==> src/rtl/bictr_sweep_ctrl_pkg.sv <==
// rtl/bictr_sweep_ctrl_pkg.sv - shared types and constants for the counter sweep controller
//
// Contents:
//   sweep_state_t : controller state encoding (IDLE, LOAD, UP, DOWN, DONE)
//   LOAD_ACTIVE   : asserted level of the counter's active-low load input
package bictr_sweep_ctrl_pkg;

    typedef enum logic [2:0] {
        ST_IDLE = 3'd0,
        ST_LOAD = 3'd1,
        ST_UP   = 3'd2,
        ST_DOWN = 3'd3,
        ST_DONE = 3'd4
    } sweep_state_t;

    localparam logic LOAD_ACTIVE = 1'b0;

endpackage

==> src/rtl/bictr_window_chk.sv <==
// rtl/bictr_window_chk.sv - combinational lo <= count <= hi window check
//
// Ports:
//   count         in  WIDTH  value under test
//   lo            in  WIDTH  inclusive lower bound
//   hi            in  WIDTH  inclusive upper bound
//   out_of_window out  1     high when count < lo or count > hi (unsigned)
module bictr_window_chk #(
    parameter int WIDTH = 4
) (
    input  logic [WIDTH-1:0] count,
    input  logic [WIDTH-1:0] lo,
    input  logic [WIDTH-1:0] hi,
    output logic             out_of_window
);

    assign out_of_window = (count < lo) || (count > hi);

endmodule

==> src/rtl/bictr_sweep_ctrl.sv <==
// rtl/bictr_sweep_ctrl.sv - drives an up/down counter through lo->hi->lo sweeps
//
// Ports:
//   clk, reset        clock and synchronous active-low reset
//   start/abort/halt  sequencer controls
//   lo/hi/sweeps      sweep window and repeat count, captured on accepted start
//   count/tercnt      feedback from the attached counter
//   data/up_dn/load/cen/count_to  counter controls (load is active-low)
//   busy/done/err     status; done and err are one-cycle pulses
//   sweep_cnt         completed sweeps, held until the next accepted start
module bictr_sweep_ctrl
    import bictr_sweep_ctrl_pkg::*;
#(
    parameter int WIDTH  = 4,
    parameter int SWEEPW = 4
) (
    input  logic              clk,
    input  logic              reset,
    input  logic              start,
    input  logic              abort,
    input  logic              halt,
    input  logic [WIDTH-1:0]  lo,
    input  logic [WIDTH-1:0]  hi,
    input  logic [SWEEPW-1:0] sweeps,
    input  logic [WIDTH-1:0]  count,
    input  logic              tercnt,
    output logic [WIDTH-1:0]  data,
    output logic              up_dn,
    output logic              load,
    output logic              cen,
    output logic [WIDTH-1:0]  count_to,
    output logic              busy,
    output logic              done,
    output logic              err,
    output logic [SWEEPW-1:0] sweep_cnt
);

    sweep_state_t      state;
    logic [WIDTH-1:0]  lo_q;
    logic [WIDTH-1:0]  hi_q;
    logic [SWEEPW-1:0] sweeps_q;
    logic [SWEEPW-1:0] sweep_cnt_q;
    logic              err_q;
    logic              out_of_window;
    logic [SWEEPW-1:0] sweep_inc;

    bictr_window_chk #(
        .WIDTH(WIDTH)
    ) u_window_chk (
        .count         (count),
        .lo            (lo_q),
        .hi            (hi_q),
        .out_of_window (out_of_window)
    );

    assign sweep_inc = sweep_cnt_q + SWEEPW'(1);

    // Priority inside UP/DOWN: abort, then window error, then tercnt.
    // halt only affects cen, so it needs no branch here.
    always_ff @(posedge clk) begin
        if (!reset) begin
            state       <= ST_IDLE;
            lo_q        <= '0;
            hi_q        <= '0;
            sweeps_q    <= '0;
            sweep_cnt_q <= '0;
            err_q       <= 1'b0;
        end else begin
            err_q <= 1'b0;
            case (state)
                ST_IDLE: begin
                    if (start && !abort) begin
                        if ((lo >= hi) || (sweeps == '0)) begin
                            err_q <= 1'b1;
                        end else begin
                            lo_q        <= lo;
                            hi_q        <= hi;
                            sweeps_q    <= sweeps;
                            sweep_cnt_q <= '0;
                            state       <= ST_LOAD;
                        end
                    end
                end
                ST_LOAD: begin
                    state <= abort ? ST_IDLE : ST_UP;
                end
                ST_UP: begin
                    if (abort) begin
                        state <= ST_IDLE;
                    end else if (out_of_window) begin
                        err_q <= 1'b1;
                        state <= ST_IDLE;
                    end else if (tercnt) begin
                        state <= ST_DOWN;
                    end
                end
                ST_DOWN: begin
                    if (abort) begin
                        state <= ST_IDLE;
                    end else if (out_of_window) begin
                        err_q <= 1'b1;
                        state <= ST_IDLE;
                    end else if (tercnt) begin
                        sweep_cnt_q <= sweep_inc;
                        state       <= (sweep_inc == sweeps_q) ? ST_DONE : ST_UP;
                    end
                end
                ST_DONE: begin
                    state <= ST_IDLE;
                end
                default: begin
                    state <= ST_IDLE;
                end
            endcase
        end
    end

    // Counter controls are decoded straight from state so the counter sees
    // them in the same cycle; cen drops on tercnt to give the one-cycle
    // dwell at each end of the window.
    always_comb begin
        data     = '0;
        up_dn    = 1'b1;
        load     = ~LOAD_ACTIVE;
        cen      = 1'b0;
        count_to = '0;
        busy     = 1'b0;
        done     = 1'b0;
        case (state)
            ST_LOAD: begin
                load = LOAD_ACTIVE;
                data = lo_q;
                busy = 1'b1;
            end
            ST_UP: begin
                count_to = hi_q;
                cen      = ~halt & ~tercnt;
                busy     = 1'b1;
            end
            ST_DOWN: begin
                up_dn    = 1'b0;
                count_to = lo_q;
                cen      = ~halt & ~tercnt;
                busy     = 1'b1;
            end
            ST_DONE: begin
                done = 1'b1;
            end
            default: begin
            end
        endcase
    end

    assign err       = err_q;
    assign sweep_cnt = sweep_cnt_q;

endmodule

==> config.mk <==
export PLATFORM = sky130hd
export DESIGN_NAME = bictr_sweep_ctrl
export DESIGN_NICKNAME = d
export VERILOG_FILES = /design/src/rtl/bictr_sweep_ctrl_pkg.sv /design/src/rtl/bictr_window_chk.sv /design/src/rtl/bictr_sweep_ctrl.sv
export SDC_FILE = /design/constraint.sdc
export NUM_CORES = 1
export LEC_CHECK = 0
export ABC_AREA = 1
export CAP_MARGIN = 25
export CELL_PAD_IN_SITES_DETAIL_PLACEMENT = 0
export CELL_PAD_IN_SITES_GLOBAL_PLACEMENT = 1
export CORE_ASPECT_RATIO = 0.9
export CORE_UTILIZATION = 36
export CTS_BUF_LIST = sky130_fd_sc_hd__clkbuf_4
export DETAILED_ROUTE_END_ITERATION = 12
export GPL_TIMING_DRIVEN = 0
export PLACE_DENSITY_LB_ADDON = 0.1
export SETUP_SLACK_MARGIN = 0.3
export SLEW_MARGIN = 20
export SYNTH_ARGS = -nofsm -noshare
export SYNTH_HDL_FRONTEND = slang
export SYNTH_HIERARCHICAL = 1
export SYNTH_SLANG_ARGS = --single-unit
==> constraint.sdc <==
create_clock -name clk -period 4 [get_ports clk]
set_input_delay 1.2 -clock clk [delete_from_list [all_inputs] [get_ports clk]]
set_output_delay 1.2 -clock clk [all_outputs]
set_load 0.03 [all_outputs]
## Word-level counts from Yosys, hierarchy flattened

Cells that the tools add are included.

| cells by class | value |
|---|---|
| add/sub/neg operators | 1 |
| $lt $le $gt $ge | 3 |
| eq/ne operators | 12 |
| multiplexer cells | 29 |
| bitwise operators | 4 |
| reduce and logical (&&, ||, !) cells | 12 |

Operator list:

| operator | number |
|---|---|
| two-way mux 3 bit | 9 |
| two-way mux 4 bit | 6 |
| one-hot mux 4 bit (2 select lines) | 2 |
| one-hot mux 3 bit (4 select lines) | 1 |
| inequality test 2 bit, second input constant | 5 |
| two-way mux 1 bit | 9 |
| inequality test 4 bit, second input constant | 2 |
| == test 3 x 2 -> 1 bit, second input constant | 2 |
| AND reduction 6 bit | 1 |
| adder 4 x 1 -> 4 bit, second input constant | 1 |
| == test 4 bit | 1 |
| greater-or-equal comparator 4 bit | 1 |
| > comparator 4 bit | 1 |
| zero test 4 bit | 1 |
| less-than comparator 4 bit | 1 |
| AND reduction 4 bit | 1 |
| == test 3 x 1 -> 1 bit, second input constant | 1 |
| == test 3 bit, second input constant | 1 |
| zero test 3 bit | 1 |
| NOT 1 bit | 3 |
| AND reduction 3 bit | 1 |
| OR reduction 3 bit | 1 |
| logical OR 1 bit | 2 |
| two-way mux 2 bit | 1 |
| 6 further kinds | 6 |

| word-level totals | value |
|---|---|
| register bits | 20 |
| input bits | 22 |
| output and inout port bits | 18 |
| word-level logic and storage cells | 67 |

## Depth between registers and ports, before layout

Gate-level depths: netlist of run 1.

| logic depth | value |
|---|---|
| depth after elaboration | 7 |
| depth in mapped cells | 16 |
| mapped depth without buffers | 16 |

## Modules after synthesis

Netlist of run 1, hierarchy kept.

By module, submodules not included:

| module | instances | cells an instance | area an instance (sq um) | sequential area each (sq um) |
|---|---|---|---|---|
| bictr_sweep_ctrl | 1 | 197 | 1226.2 | 400.4 |
| bictr_window_chk | 1 | 35 | 196.4 | 0.0 |

## Worst setup path after synthesis of run 1

Ideal clock, no wire load.

| timing | value |
|---|---|
| kind | input to output |
| start point | in tercnt |
| end point | out cen |
| arrival time | 1896 ps |
| required time | 2800 ps |
| slack | 904 ps |
| cell stages on the path | 1 |
| buffers on the path | 0 |
| cells stage by stage | nor3_1 |

| on the way | value |
|---|---|
| cells in the longest elaborated chain, start to end | 3 |

Ends and longest elaborated chain:

| what | line | text |
|---|---|---|
| from (decl) | bictr_sweep_ctrl.sv:26 | `input logic tercnt,` |
| NOT 1 bit | bictr_sweep_ctrl.sv:137, bictr_sweep_ctrl.sv:143 |  |
| AND 1 bit | bictr_sweep_ctrl.sv:137, bictr_sweep_ctrl.sv:143 |  |
| two-way mux 1 bit | -- |  |
| to (decl) | bictr_sweep_ctrl.sv:30 | `output logic cen,` |

Every way passes these cells.

## Final worst setup path of run 1

Same ends and word-level chain as after synthesis.

==> results.sh, run 1 <==
export IMPL_total_cell_area_at_the_placement_stage_sq_um=1860
export IMPL_portBuffers=38
export IMPL_syn_nets=266
export IMPL_groute_usage_overall=0.176
export IMPL_antenna_violating_nets_left=0
export IMPL_kind_of_launch_point_of_the_worst_setup_path="primary input"
export IMPL_timing_slew_headroom=0.744
export IMPL_drt_first_pass_iters=4
export IMPL_fin_crit_sh=0.854
export IMPL_synth_area_top_cells="sky130_fd_sc_hd__dfxtp_1 28%, sky130_fd_sc_hd__nand2_1 13%, sky130_fd_sc_hd__nor2_1 13%, sky130_fd_sc_hd__inv_1 11%, sky130_fd_sc_hd__ha_1 11%"
export IMPL_critPathTopFamily="buffers and inverters"
export IMPL_detailedPlacementHpwl_microns=2750
export IMPL_cts_buffers=3
export IMPL_combinationalPowerShare=0.442
export IMPL_timing_max_cap_violations=0
export IMPL_routed_wl_microns=3400
export IMPL_tritoncts_clock_tree="done"
export IMPL_clkSlewWorstSetupHoldPaths_ps=110
export IMPL_route_detailed_drc=0
export IMPL_fp_row_count=21
export IMPL_post_cts_buffers=0
export IMPL_floorplan_die_height_microns=61.6
export IMPL_worst_path_arrival_ps=2220
export IMPL_master_of_the_slowest_instance_on_the_critical_path="sky130_fd_sc_hd__clkdlybuf4s50_1"
export IMPL_power_per_cell_area_nw_per_um2=329
export IMPL_drt_initial_drc_count=26
export IMPL_post_synth_top_area_fraction=0.281
export IMPL_post_synth_cell_area_avg_sq_um=6.13
export IMPL_gpl_final_weighted_congestion=0.807
export IMPL_p_leak_nw=0.890
export IMPL_detail_routed_via_count_per_cell=4.42
export IMPL_wl_per_cell_microns=10.7
export IMPL_report_final_setup_viol=0
export IMPL_grt_start_max_net_pins=11
export IMPL_synthesis_instances=232
export IMPL_clock_sinks=20
export IMPL_min_path_type="flop to flop"
export IMPL_area_delta_synth_final_pct=32.3
export IMPL_post_route_min_period_ps=3420
export IMPL_floorplan_core_area_sq_um=3760
export IMPL_critPathCaptureType="output pin"
export IMPL_switching_share=0.407
export IMPL_hold_viol=0
export IMPL_cts_root_buf="sky130_fd_sc_hd__clkbuf_4"
export IMPL_synth_top_cells_by_count="51 x sky130_fd_sc_hd__nand2_1, 49 x sky130_fd_sc_hd__nor2_1, 41 x sky130_fd_sc_hd__inv_1"
export IMPL_ys_ff_latch=20
export IMPL_dieWidth_microns=68.3
export IMPL_yosysTopAreaCell="sky130_fd_sc_hd__dfxtp_1"
export IMPL_setup_repair_after_global_routing_missed_its_margin="false"
export IMPL_share_clk_of_total_power=0.161
export IMPL_full_die_area_sq_um=4210
export IMPL_ys_types=25
export IMPL_vias=1410
export IMPL_path_class="primary input to output pin"
export IMPL_power_net_switching_uw=252
export IMPL_fin_area_sq_um=1880
export IMPL_status="finished clean"
export IMPL_vdd_ir_drop_worst_v=0.000120
export IMPL_proportion_of_register_bits_with_asynchronous_set_or_reset_after_synthesis=0
export IMPL_postLayoutSetupSlackWorst_ps=582
export IMPL_ys_warnings_count=6
export IMPL_post_synth_instance_area_sq_um=1420
export IMPL_cp_data_required_time_ps=2800
export IMPL_clk_latency_ps=300
export IMPL_totalNegativeSetupSlack_ps=0
export IMPL_cp_slowest_stage_delay_ps=430
export IMPL_synth_seq_area_share=0.281
export IMPL_seq_power_share=0.397
export IMPL_post_synth_top_count_cell="sky130_fd_sc_hd__nand2_1"
export IMPL_cp_max_fo=2
export IMPL_cts_path_max_buffers=2
export IMPL_worstPathBufferInverterCount=2
export IMPL_drv_slew=0
export IMPL_antenna_violations_before_repair=0
export IMPL_grt_remaining_overflow=0
export IMPL_timing_critical_path_cells="clkdlybuf4s50_1 -> nor3_1 -> dlygate4sd2_1"
export IMPL_numnets_final=309
export IMPL_first_global_vias=1231
export IMPL_pin_count=40
export IMPL_grt_pass1_wl_microns=5520
export IMPL_synth_main_ff_cell="sky130_fd_sc_hd__dfxtp_1"
export IMPL_cts_max_level=1
export IMPL_initial_core_util=0.379
export IMPL_synth_edf_count=0
export IMPL_power_report_internal_total_uw=368
export IMPL_max_clock_freq_ghz=0.293
export IMPL_fraction_of_final_layout_cells_with_drive_strength_greater_than_1=0.0623
export IMPL_clock_skew_ps=7.60
export IMPL_placement_setup_worst_slack_ps=292
export IMPL_worst_pin_slew_ps=382
export IMPL_insertedDiodeCount=0
## worst min-delay path, stage by stage (launching register included)
cell and delay [ps]:
sky130_fd_sc_hd__dfxtp_1 340, sky130_fd_sc_hd__o21ai_1 130, sky130_fd_sc_hd__nor2_1 40
## worst paths after layout
| path | from | endpoint | slack [ps] | depth (start not counted) |
|---|---|---|---|---|
| max reg2reg | hi_q[3] | sweep_cnt[2] | 1990 | 15 |
| min | lo_q[0] | lo_q[0] | 540 | 2 |
| min reg2reg | lo_q[0] | lo_q[0] | 540 | 2 |
| max | tercnt | cen | 580 | 3 |
## power groups by stage
stage	clock network (mW)	registers, mW	logic [mW]
6_report	0.0995	0.246	0.274
5_1_grt	0.110	0.250	0.314
4_1_cts	0.104	0.246	0.277
3_5_place_dp	0	0.251	0.277
2_1_floorplan	0	0.255	0.177
3_3_place_gp	0	0.251	0.277
## per-layer routing
layer,wire [microns],global-route usage,vias to the layer above
met5,0,0,-
met4,32,0.0565,0
met3,126,0.0278,4
met2,1450,0.270,26
met1,1790,0.251,581
li1,-,-,799
## final cells by class
type	count	area, sq um
clock buffers	3	22.5
well taps	46	57.6
fillers	408	1880
multi-input cells	164	835
inverters	44	165
repair buffers	38	379
flip-flops and latches	20	400
plain buffers	4	22.5
## cell usage in the layout, fill, tap and decap left out
master                             n
sky130_fd_sc_hd__or2_0             1
sky130_fd_sc_hd__a21boi_0          1
sky130_fd_sc_hd__nor2_2            3
sky130_fd_sc_hd__nand2_1          51
sky130_fd_sc_hd__a21oi_1           5
sky130_fd_sc_hd__nor3_4            1
sky130_fd_sc_hd__clkbuf_4          3
sky130_fd_sc_hd__xor2_1            1
sky130_fd_sc_hd__buf_4             1
sky130_fd_sc_hd__nand4_2           1
sky130_fd_sc_hd__nand3_1          13
sky130_fd_sc_hd__buf_2             3
sky130_fd_sc_hd__inv_2             3
sky130_fd_sc_hd__nor3_1            2
sky130_fd_sc_hd__dfxtp_1          20
sky130_fd_sc_hd__nand2_2           1
sky130_fd_sc_hd__nand4_1           2
sky130_fd_sc_hd__clkdlybuf4s50_1  37
sky130_fd_sc_hd__inv_1            41
sky130_fd_sc_hd__o21ai_0           7
sky130_fd_sc_hd__ha_1             12
sky130_fd_sc_hd__nor2_4            1
sky130_fd_sc_hd__o21bai_1          1
sky130_fd_sc_hd__o21ai_1          10
sky130_fd_sc_hd__nor2_1           49
sky130_fd_sc_hd__dlygate4sd2_1     1
sky130_fd_sc_hd__a21o_1            1
sky130_fd_sc_hd__xnor2_1           1
## cells by family after synthesis
logic type / Yosys count / synth area share
buffers and inverters: 48 / 0.132
xor gates and xnor gates: 2 / 0.0123
DFF: 20 / 0.281
and+or+nand+nor: 125 / 0.376
adders and majority gates: 12 / 0.106
AOI/OAI and AO/OA: 25 / 0.0932
## registers in the layout, summed over array words and instances, names as in the netlist
signal	cells
state	3
sweep_cnt	4
lo_q	4
hi_q	4
err	1
sweeps_q	4
## stage by stage
stage               cells  power [mW]  hold WS, ps   util
finish                319       0.620          540  0.501
global route          319       0.675          565  0.501
detailed placement    316       0.528          516  0.495
CTS                   319       0.628          539  0.501
global placement      316       0.528          509  0.495
floorplan             232       0.432          481      -
## repair_timing
item,4_1_cts,5_1_grt
hold buffers,0,0
setup endpoints to repair,1,0
gates resized for setup,1,0
Power figures use the tool's default switching activity.
==> run 2, diff against run 1 <==
Settings changed: CTS_CLUSTER_SIZE set to 8.
==> results of run 2 <==
The final DEF is identical to that of run 1; final timing and power are the same.
==> run 3, diff against run 2 <==
Settings changed: SETUP_SLACK_MARGIN 0.3 to not set.
==> results.sh, run 3 (synthesis results as in run 1) <==
export IMPL_status="finished clean"
export IMPL_p_leak_nw=0.886
export IMPL_pin_count=40
export IMPL_cts_path_max_buffers=2
export IMPL_vdd_ir_drop_worst_v=0.000120
export IMPL_floorplan_core_area_sq_um=3760
export IMPL_cp_slowest_stage_delay_ps=690
export IMPL_clock_skew_ps=7.60
export IMPL_cts_root_buf="sky130_fd_sc_hd__clkbuf_4"
export IMPL_route_detailed_drc=0
export IMPL_layout_cells_most_common_list="51 x sky130_fd_sc_hd__nand2_1, 49 x sky130_fd_sc_hd__nor2_1, 41 x sky130_fd_sc_hd__inv_1"
export IMPL_numnets_final=309
export IMPL_rr_endpoint="sweep_cnt[2]"
export IMPL_timing_reg2reg_worst_path_depth=15
export IMPL_fin_crit_sh=0.926
export IMPL_report_final_setup_viol=0
export IMPL_clk_latency_ps=300
export IMPL_cts_buffers=3
export IMPL_master_of_the_slowest_instance_on_the_critical_path="sky130_fd_sc_hd__clkdlybuf4s50_1"
export IMPL_floorplan_die_height_microns=61.6
export IMPL_cp_max_fo=2
export IMPL_post_cts_buffers=0
export IMPL_grt_start_max_net_pins=11
export IMPL_cp_data_required_time_ps=2800
export IMPL_worst_pin_slew_ps=382
export IMPL_fraction_of_final_layout_cells_with_drive_strength_greater_than_1=0.0623
export IMPL_detailedPlacementHpwl_microns=2750
export IMPL_detail_routed_via_count_per_cell=4.42
export IMPL_clkSlewWorstSetupHoldPaths_ps=110
export IMPL_initial_core_util=0.379
export IMPL_antenna_violating_nets_left=0
export IMPL_timing_critical_path_cells="clkdlybuf4s50_1 -> nor3_1 -> clkdlybuf4s50_1"
export IMPL_antenna_violations_before_repair=0
export IMPL_vias=1410
export IMPL_cts_hold_repair_buffers=0
export IMPL_cts_max_level=1
export IMPL_post_route_min_period_ps=3710
export IMPL_full_die_area_sq_um=4210
export IMPL_dieWidth_microns=68.3
export IMPL_groute_usage_overall=0.176
export IMPL_min_path_type="flop to flop"
export IMPL_cts_resized=0
export IMPL_r2r_start="hi_q[3]"
export IMPL_grt_remaining_overflow=0
export IMPL_gpl_final_weighted_congestion=0.807
export IMPL_hold_path_end="lo_q[0]"
export IMPL_holdCritStartpoint="lo_q[0]"
export IMPL_portBuffers=38
export IMPL_timing_max_cap_violations=0
export IMPL_setup_repair_after_global_routing_missed_its_margin="false"
export IMPL_power_per_cell_area_nw_per_um2=329
export IMPL_path_class="primary input to output pin"
export IMPL_whs_path_depth=2
export IMPL_power_uw=620
export IMPL_hold_viol=0
export IMPL_totalNegativeSetupSlack_ps=0
export IMPL_wl_per_cell_microns=10.7
export IMPL_worst_path_arrival_ps=2510
export IMPL_fp_row_count=21
export IMPL_tritoncts_clock_tree="done"
export IMPL_clock_sinks=20
export IMPL_final_common_cell="sky130_fd_sc_hd__nand2_1"
export IMPL_drt_initial_drc_count=26
export IMPL_max_clock_freq_ghz=0.270
export IMPL_critPathMostFrequentCell="sky130_fd_sc_hd__clkdlybuf4s50_1"
export IMPL_grt_pass1_wl_microns=5520
export IMPL_critPathCaptureType="output pin"
export IMPL_timing_reg2reg_setup_slack_ps=1990
export IMPL_timing_slew_headroom=0.744
export IMPL_kind_of_launch_point_of_the_worst_setup_path="primary input"
export IMPL_drt_first_pass_iters=4
export IMPL_insertedDiodeCount=0
export IMPL_area_delta_synth_final_pct=32.4
export IMPL_routed_wl_microns=3400
export IMPL_drv_slew=0
export IMPL_first_global_vias=1231
-- run 3: changes by cell type in the layout (fill, tap and decap cells not counted), sizes merged --
| cell | change |
|---|---|
| clkdlybuf4s50 | +1 |
| dlygate4sd2 | -1 |
-- run 3: how the worst max path moves through the flow --
stage	start	to	cells after the start
final	tercnt	cen	3
after global routing	tercnt	cen	3
after CTS	tercnt	cen	3
after detailed placement	tercnt	cen	3
after global placement	tercnt	cen	3
after floorplan	tercnt	cen	1
-- run 3: power breakdown --
group	internal (mW)	total, mW	switching, mW
sequential	0.223	0.246	0.0228
clock	0.0351	0.0995	0.0644
combinational	0.110	0.275	0.165
total	0.368	0.620	0.252
-- run 3: per-stage QoR --
| stage | worst slack, ps | util | instance area (sq um) | hold slack, ps | std cells |
|---|---|---|---|---|---|
| after floorplan | 904 | - | 1420 | 481 | 232 |
| after CTS | 286 | 0.501 | 1880 | 539 | 319 |
| final | 294 | 0.501 | 1880 | 540 | 319 |
| after detailed placement | 292 | 0.495 | 1860 | 516 | 316 |
| after global placement | 316 | 0.495 | 1860 | 509 | 316 |
| after global routing | 240 | 0.501 | 1880 | 565 | 319 |
-- run 3: area by class of cell --
| type | count | area [sq um] |
|---|---|---|
| flip-flops and latches | 20 | 400 |
| fillers | 409 | 1870 |
| clock buffers | 3 | 22.5 |
| multi-input cells | 164 | 835 |
| plain buffers | 4 | 22.5 |
| well taps | 46 | 57.6 |
| inverters | 44 | 165 |
| repair buffers | 38 | 380 |
-- run 3: layer usage --
layer / part of all wire / GRT usage / vias to the layer above
met5: 0 / 0 / -
met1: 0.53 / 0.251 / 581
met3: 0.037 / 0.0278 / 4
li1: - / - / 799
met2: 0.43 / 0.270 / 26
met4: 0.0094 / 0.0565 / 0
-- run 3: critical path: cells and delay by family --
kind / cells / cell delay (ps)
buffers and inverters: 2 / 1120
and+or+nand+nor: 1 / 190
